===== src/rtl/kb_scr_fifo_drv_pkg.sv =====
// CSR bit positions and TX handshake state encodings shared by the kb/screen driver.
package kb_scr_fifo_drv_pkg;

    localparam int unsigned CSR_ENA = 4;
    localparam int unsigned CSR_OF  = 3;
    localparam int unsigned CSR_DBA = 2;
    localparam int unsigned CSR_IO  = 1;
    localparam int unsigned CSR_IE  = 0;

    typedef enum logic [1:0] {
        TX_IDLE = 2'd0,
        TX_SEND = 2'd1,
        TX_ACK  = 2'd2
    } tx_state_t;

endpackage


===== src/rtl/dev_fifo.sv =====
// Synchronous FIFO: registered pointers, combinational head (zero when empty).
// A push into a full FIFO succeeds only when a pop happens in the same cycle.
module dev_fifo #(
    parameter int DATA_W = 8,
    parameter int DEPTH  = 4
) (
    input  logic                     clk,
    input  logic                     rst,
    input  logic                     i_push,
    input  logic                     i_pop,
    input  logic [DATA_W-1:0]        i_dat,
    output logic [DATA_W-1:0]        o_head,
    output logic                     o_full,
    output logic                     o_empty,
    output logic [$clog2(DEPTH):0]   o_count
);

    localparam int AW = $clog2(DEPTH);
    localparam logic [AW:0] FULL_CNT = (AW+1)'(DEPTH);

    logic [DATA_W-1:0] r_mem [DEPTH];
    logic [AW-1:0]     r_wr_ptr;
    logic [AW-1:0]     r_rd_ptr;
    logic [AW:0]       r_count;
    logic              w_do_push;
    logic              w_do_pop;

    assign o_empty   = (r_count == '0);
    assign o_full    = (r_count == FULL_CNT);
    assign o_count   = r_count;
    assign o_head    = o_empty ? '0 : r_mem[r_rd_ptr];
    assign w_do_pop  = i_pop & ~o_empty;
    assign w_do_push = i_push & (~o_full | w_do_pop);

    always_ff @(posedge clk) begin
        if (w_do_push) begin
            r_mem[r_wr_ptr] <= i_dat;
        end
    end

    // Power-of-two depth lets the pointers wrap on natural overflow.
    always_ff @(posedge clk) begin
        if (rst) begin
            r_wr_ptr <= '0;
            r_rd_ptr <= '0;
            r_count  <= '0;
        end else begin
            if (w_do_push) begin
                r_wr_ptr <= r_wr_ptr + 1'b1;
            end
            if (w_do_pop) begin
                r_rd_ptr <= r_rd_ptr + 1'b1;
            end
            if (w_do_push && !w_do_pop) begin
                r_count <= r_count + 1'b1;
            end else if (w_do_pop && !w_do_push) begin
                r_count <= r_count - 1'b1;
            end
        end
    end

endmodule


===== src/rtl/kb_scr_fifo_drv.sv =====
// Buffered keyboard (RX) / screen (TX) driver with sticky overflow flags and a 4-phase TX handshake.
// Optional interrupts when KB_SCR_IRQ_EN is defined; otherwise kb_irq/scr_irq are tied low.
module kb_scr_fifo_drv
    import kb_scr_fifo_drv_pkg::*;
#(
    parameter int DATA_W = 8,
    parameter int DEPTH  = 4
) (
    input  logic              clk,
    input  logic              rst,
    input  logic [7:0]        CSR_kb_i,
    input  logic [7:0]        CSR_scr_i,
    output logic [7:0]        CSR_kb_o,
    output logic [7:0]        CSR_scr_o,
    output logic [DATA_W-1:0] data_reg_kb,
    input  logic              kb_pop,
    input  logic              kb_of_clr,
    input  logic [DATA_W-1:0] data_reg_scr,
    input  logic              scr_push,
    input  logic              scr_of_clr,
    input  logic [DATA_W-1:0] data_bus_i,
    output logic [DATA_W-1:0] data_bus_o,
    input  logic [1:0]        control_i,
    output logic [1:0]        control_o,
    output logic              kb_irq,
    output logic              scr_irq
);

    localparam int CW = $clog2(DEPTH) + 1;

    logic              w_kb_full, w_kb_empty, w_kb_wr, w_kb_pop_ok, w_kb_acc, w_kb_ovf;
    logic              w_scr_full, w_scr_empty, w_scr_wr, w_scr_ovf;
    logic [DATA_W-1:0] w_scr_head;
    logic [CW-1:0]     w_kb_count, w_scr_count;
    logic              w_kb_dba, w_scr_dba;

    logic              r_kb_of, r_scr_of, r_write_ok_n;
    tx_state_t         r_state, w_nxt_state;
    logic [DATA_W-1:0] r_data_bus_o, w_nxt_dat;
    logic              r_read_en_n, w_nxt_rd_n, w_tx_pop;

    assign w_kb_wr     = control_i[1] & CSR_kb_i[CSR_ENA];
    assign w_kb_pop_ok = kb_pop & ~w_kb_empty;
    assign w_kb_acc    = w_kb_wr & (~w_kb_full | w_kb_pop_ok);
    assign w_kb_ovf    = w_kb_wr & w_kb_full & ~w_kb_pop_ok;

    assign w_scr_wr    = scr_push & CSR_scr_i[CSR_ENA];
    assign w_scr_ovf   = w_scr_wr & w_scr_full & ~w_tx_pop;

    dev_fifo #(.DATA_W(DATA_W), .DEPTH(DEPTH)) u_rx_fifo (
        .clk     (clk),
        .rst     (rst),
        .i_push  (w_kb_wr),
        .i_pop   (kb_pop),
        .i_dat   (data_bus_i),
        .o_head  (data_reg_kb),
        .o_full  (w_kb_full),
        .o_empty (w_kb_empty),
        .o_count (w_kb_count)
    );

    dev_fifo #(.DATA_W(DATA_W), .DEPTH(DEPTH)) u_tx_fifo (
        .clk     (clk),
        .rst     (rst),
        .i_push  (w_scr_wr),
        .i_pop   (w_tx_pop),
        .i_dat   (data_reg_scr),
        .o_head  (w_scr_head),
        .o_full  (w_scr_full),
        .o_empty (w_scr_empty),
        .o_count (w_scr_count)
    );

    assign w_kb_dba  = ~w_kb_empty;
    assign w_scr_dba = ~w_scr_full;

    // New overflow beats a same-cycle clear so no drop goes unreported.
    always_ff @(posedge clk) begin
        if (rst) begin
            r_kb_of      <= 1'b0;
            r_scr_of     <= 1'b0;
            r_write_ok_n <= 1'b1;
        end else begin
            r_write_ok_n <= ~w_kb_acc;
            if (w_kb_ovf) begin
                r_kb_of <= 1'b1;
            end else if (kb_of_clr) begin
                r_kb_of <= 1'b0;
            end
            if (w_scr_ovf) begin
                r_scr_of <= 1'b1;
            end else if (scr_of_clr) begin
                r_scr_of <= 1'b0;
            end
        end
    end

    always_ff @(posedge clk) begin
        if (rst) begin
            r_state      <= TX_IDLE;
            r_data_bus_o <= '0;
            r_read_en_n  <= 1'b1;
        end else begin
            r_state      <= w_nxt_state;
            r_data_bus_o <= w_nxt_dat;
            r_read_en_n  <= w_nxt_rd_n;
        end
    end

    // Head stays in the FIFO until the device acks, so a full FIFO stays full through SEND.
    always_comb begin
        w_nxt_state = r_state;
        w_nxt_dat   = r_data_bus_o;
        w_nxt_rd_n  = r_read_en_n;
        w_tx_pop    = 1'b0;
        unique case (r_state)
            TX_IDLE: begin
                if (CSR_scr_i[CSR_ENA] && !w_scr_empty) begin
                    w_nxt_dat   = w_scr_head;
                    w_nxt_rd_n  = 1'b0;
                    w_nxt_state = TX_SEND;
                end
            end
            TX_SEND: begin
                if (control_i[0]) begin
                    w_tx_pop    = 1'b1;
                    w_nxt_rd_n  = 1'b1;
                    w_nxt_state = TX_ACK;
                end
            end
            TX_ACK: begin
                if (!control_i[0]) begin
                    w_nxt_state = TX_IDLE;
                end
            end
            default: begin
                w_nxt_state = TX_IDLE;
                w_nxt_rd_n  = 1'b1;
            end
        endcase
    end

    assign data_bus_o = r_data_bus_o;
    assign control_o  = {r_read_en_n, r_write_ok_n};
    assign CSR_kb_o   = {CSR_kb_i[7:4], r_kb_of, w_kb_dba, CSR_kb_i[1:0]};
    assign CSR_scr_o  = {CSR_scr_i[7:4], r_scr_of, w_scr_dba, CSR_scr_i[1:0]};

`ifdef KB_SCR_IRQ_EN
    logic r_kb_irq, r_scr_irq;

    always_ff @(posedge clk) begin
        if (rst) begin
            r_kb_irq  <= 1'b0;
            r_scr_irq <= 1'b0;
        end else begin
            r_kb_irq  <= CSR_kb_i[CSR_ENA] & CSR_kb_i[CSR_IE] & w_kb_dba;
            r_scr_irq <= CSR_scr_i[CSR_ENA] & CSR_scr_i[CSR_IE] & w_scr_dba;
        end
    end

    assign kb_irq  = r_kb_irq;
    assign scr_irq = r_scr_irq;
`else
    assign kb_irq  = 1'b0;
    assign scr_irq = 1'b0;
`endif

    logic w_unused;
    assign w_unused = ^{CSR_kb_i[3:2], CSR_scr_i[3:2], w_kb_count, w_scr_count};

endmodule


===== config.mk =====
export PLATFORM = sky130hd
export DESIGN_NAME = kb_scr_fifo_drv
export DESIGN_NICKNAME = d
export VERILOG_FILES = /design/src/rtl/kb_scr_fifo_drv_pkg.sv /design/src/rtl/dev_fifo.sv /design/src/rtl/kb_scr_fifo_drv.sv
export SDC_FILE = /design/constraint.sdc
export NUM_CORES = 1
export LEC_CHECK = 0
export ABC_AREA = 0
export CORE_AREA = 5 5 116 118
export DETAILED_ROUTE_END_ITERATION = 10
export DIE_AREA = 0 0 121 123
export PLACE_DENSITY = 0.64
export SYNTH_ARGS = -nofsm -noshare
export SYNTH_HDL_FRONTEND = slang
export SYNTH_HIERARCHICAL = 1
export SYNTH_SLANG_ARGS = --single-unit
export TNS_END_PERCENT = 10

===== constraint.sdc =====
create_clock -name clk -period 3.5 [get_ports clk]
set_clock_uncertainty 0.15 [all_clocks]
set_input_delay 0.7 -clock clk [delete_from_list [all_inputs] [get_ports clk]]
set_output_delay 0.7 -clock clk [all_outputs]
set_load 0.02 [all_outputs]

==> impl_metrics.toml <==
[clock_network]
cts.clk_slew.worst_paths_ns = 0.07
cts_resized = 0
clock_sinks = 96
cts_tree = "built"
root_buffer = "clkbuf_16"
cts_setup_buffers = 0
cts.path.max_buffers = 2
htree_levels = 3
cts_buffers = 9
clock_latency_ns = 0.34
cts_hold_buf = 0

[sta]
rsz0062_at_grt = "false"
timing.final.crit_share = 0.894
finalSetupTns_ns = 0
max_freq_ghz = 0.320
setup_viol = 0
finalCriticalPeriod_ns = 3.13
maxSlewViolCount = 0
worst_pin_slew_ns = 0.925
setup_ws_ns = 0.372
slew_headroom = 0.380
final_hold_viol_count = 0

[yosys]
synth_ff_type = "edfxtp_1"
synth_edf_count = 64
syn_area_sq_mm = 0.00419
async_flop_share = 0
synth_top_area_frac = 0.458
synth_cells = 284
netlist.top_cell.by_area = "edfxtp_1"
synthTopCellsByArea = "edfxtp_1, dfxtp_1, mux4_2, buf_4, nand2b_1"
seq_area_frac_synth = 0.611
synth_cell_types = 40
ys_warn_count = 6
ys_ff_latch = 96
syn_avg_cell_area_sq_um = 14.8

[job]
maxCapViolations = 0

[placement]
placed_area_sq_mm = 0.00472
hpwl_mm = 4.81
io_buffers = 49
preCtsSetupSlack_ns = 0.210
placedCellCount = 478
place_congestion = 0.668

[route]
num_vias = 2187
wl_per_cell_microns = 14.1
ant_nets = 0
first_pass_iters = 3
drc_errors = 0
highest_layer = "met4"
wirelength_met1_mm = 2.78
wirelength_mm = 6.98
routed-wl-met2_mm = 3.70
avgViaCountPerCell = 4.43
drt_iter0_drc = 67
wl_met3_microns = 372

[floorplanning]
num_rows = 41
die_h_microns = 123
coreArea_sq_mm = 0.0124
initial_utilization = 0.339
pin_count = 76
die_w_microns = 121
dieArea_sq_mm = 0.0149

[power_and_ir_drop]
power.leakage_nw = 1.67
vdd_drop_max_v = 0.000437
powerDensity_mw_per_mm2 = 574

[final_layout]
nNetsFinal = 369
final_cells = 494
utilization = 0.406
fill_cells = 1142
syn2layout_area_growth_pct = 19.8
diodes = 0
layout-drive-gt1-share = 0.149
fin_area_sq_mm = 0.00502

[setup_path]
path_class = "reg -> out"
crit_chain = "mux4_2 > nor2b_1 > clkdlybuf4s50_1"
worstPathRequired_ns = 2.65
endpoint_kind = "output pin"
ff2ff_path_depth = 9
max_stage_delay_ns = 0.68
arrival_ns = 2.28
startpoint_type = "register"
worstPathMaxFanout = 8
crit_slowest_cell = "dfxtp_1"

[global_routing]
grt_pass1_wl_mm = 11.0
track_usage = 0.0977
antenna_found_initial = 0
grt_max_degree = 31
grt_overflow = 0
grt_pass1_vias = 2254

[min_path]
hold_path.class = "reg -> reg"
hold_path_depth = 1

[outcome]
outcome = "finished, final reports clean"
==> where the power goes <==
group / internal, mW / switching, mW
registers: 1.28 / 0.0760
clock network: 0.531 / 0.417
logic: 0.302 / 0.281
==> final timing paths <==
check | from | end | slack, ns
worst max register to register | r_state[0] | u_tx_fifo/o_count[2] | 1.01
worst min register to register | r_read_en_n | r_read_en_n | 0.31
worst max-delay path | register | data_reg_kb[6] | 0.37
worst min-delay path | r_read_en_n | r_read_en_n | 0.31
==> metrics by stage <==
step | power (mW) | hold slack (ns)
detailed placement | 1.97 | 0.300
global route | 3.03 | 0.350
CTS | 2.93 | 0.316
global placement | 1.96 | 0.301
floorplan | 1.78 | 0.287
finish | 2.88 | 0.312
==> kinds of logic after synthesis <==
| logic type | synth area share |
|---|---|
| AOI/OAI and AO/OA | 0.0355 |
| xor gates and xnor gates | 0.0146 |
| adders and majority gates | 0.0394 |
| buffers and inverters | 0.0615 |
| DFF | 0.611 |
| muxes | 0.122 |
| other | 0.000894 |
| and+or+nand+nor | 0.115 |
==> critical path: cells and delay by family (launching register included) <==
family / cells / cell delay (ns)
flops: 1 / 0.68
simple gates: 1 / 0.14
mux: 1 / 0.58
buf+inv: 1 / 0.53
==> layer usage <==
layer / global-route usage / up-vias
li1: - / 1060
met1: 0.100 / 1072
met2: 0.179 / 43
met3: 0.0361 / 12
met4: 0.0404 / 0
met5: 0 / -
==> cells in the mapped netlist (3+ instances only) <==
library cell	n
edfxtp_1	64
buf_4	20
mux4_2	16
buf_2	3
xor2_1	6
nand2_1	3
or3_1	4
mux2i_1	12
and2_1	9
nor2b_1	17
ha_1	10
clkbuf_1	4
a21oi_1	5
inv_1	12
nand2b_1	21
nor2_1	12
dfxtp_1	32
==> area by class of cell <==
| cell class | instances | area [sq um] | share of cell area |
|---|---|---|---|
| clock inverters | 6 | 48.8 | 0.00971 |
| clock buffers | 10 | 250 | 0.0498 |
| flip-flops and latches | 96 | 2560 | 0.510 |
| inverters | 12 | 45.0 | 0.00897 |
| well taps | 172 | 215 | 0.0428 |
| repair buffers | 52 | 513 | 0.102 |
| multi-input cells | 146 | 1390 | 0.276 |
==> state kept, by name (all words and copies together), names as in the netlist, 3 cells and up, named ones only <==
signal	count
data_bus_o	8
u_rx_fifo/o_count	3
u_rx_fifo/r_mem	32
u_tx_fifo/o_count	3
u_tx_fifo/r_mem	32
==> cell usage in the layout, fill, tap and decap left out, types with 2 or more instances in the layout <==
cell type / n
clkbuf_16: 10
nand2b_1: 21
clkdlybuf4s50_1: 49
edfxtp_1: 64
o31ai_2: 2
nor2_1: 12
buf_4: 3
clkinv_4: 3
nor2b_1: 17
mux2_4: 2
mux2i_1: 12
or3_1: 4
mux4_2: 16
a21oi_1: 5
a21boi_4: 2
ha_1: 10
fa_1: 2
nor3b_4: 2
xor2_1: 6
conb_1: 2
o21ai_1: 2
inv_1: 12
or3b_2: 2
o21ai_0: 2
and2_1: 9
nand2_1: 3
dfxtp_1: 32
Power figures use the tool's default switching activity.
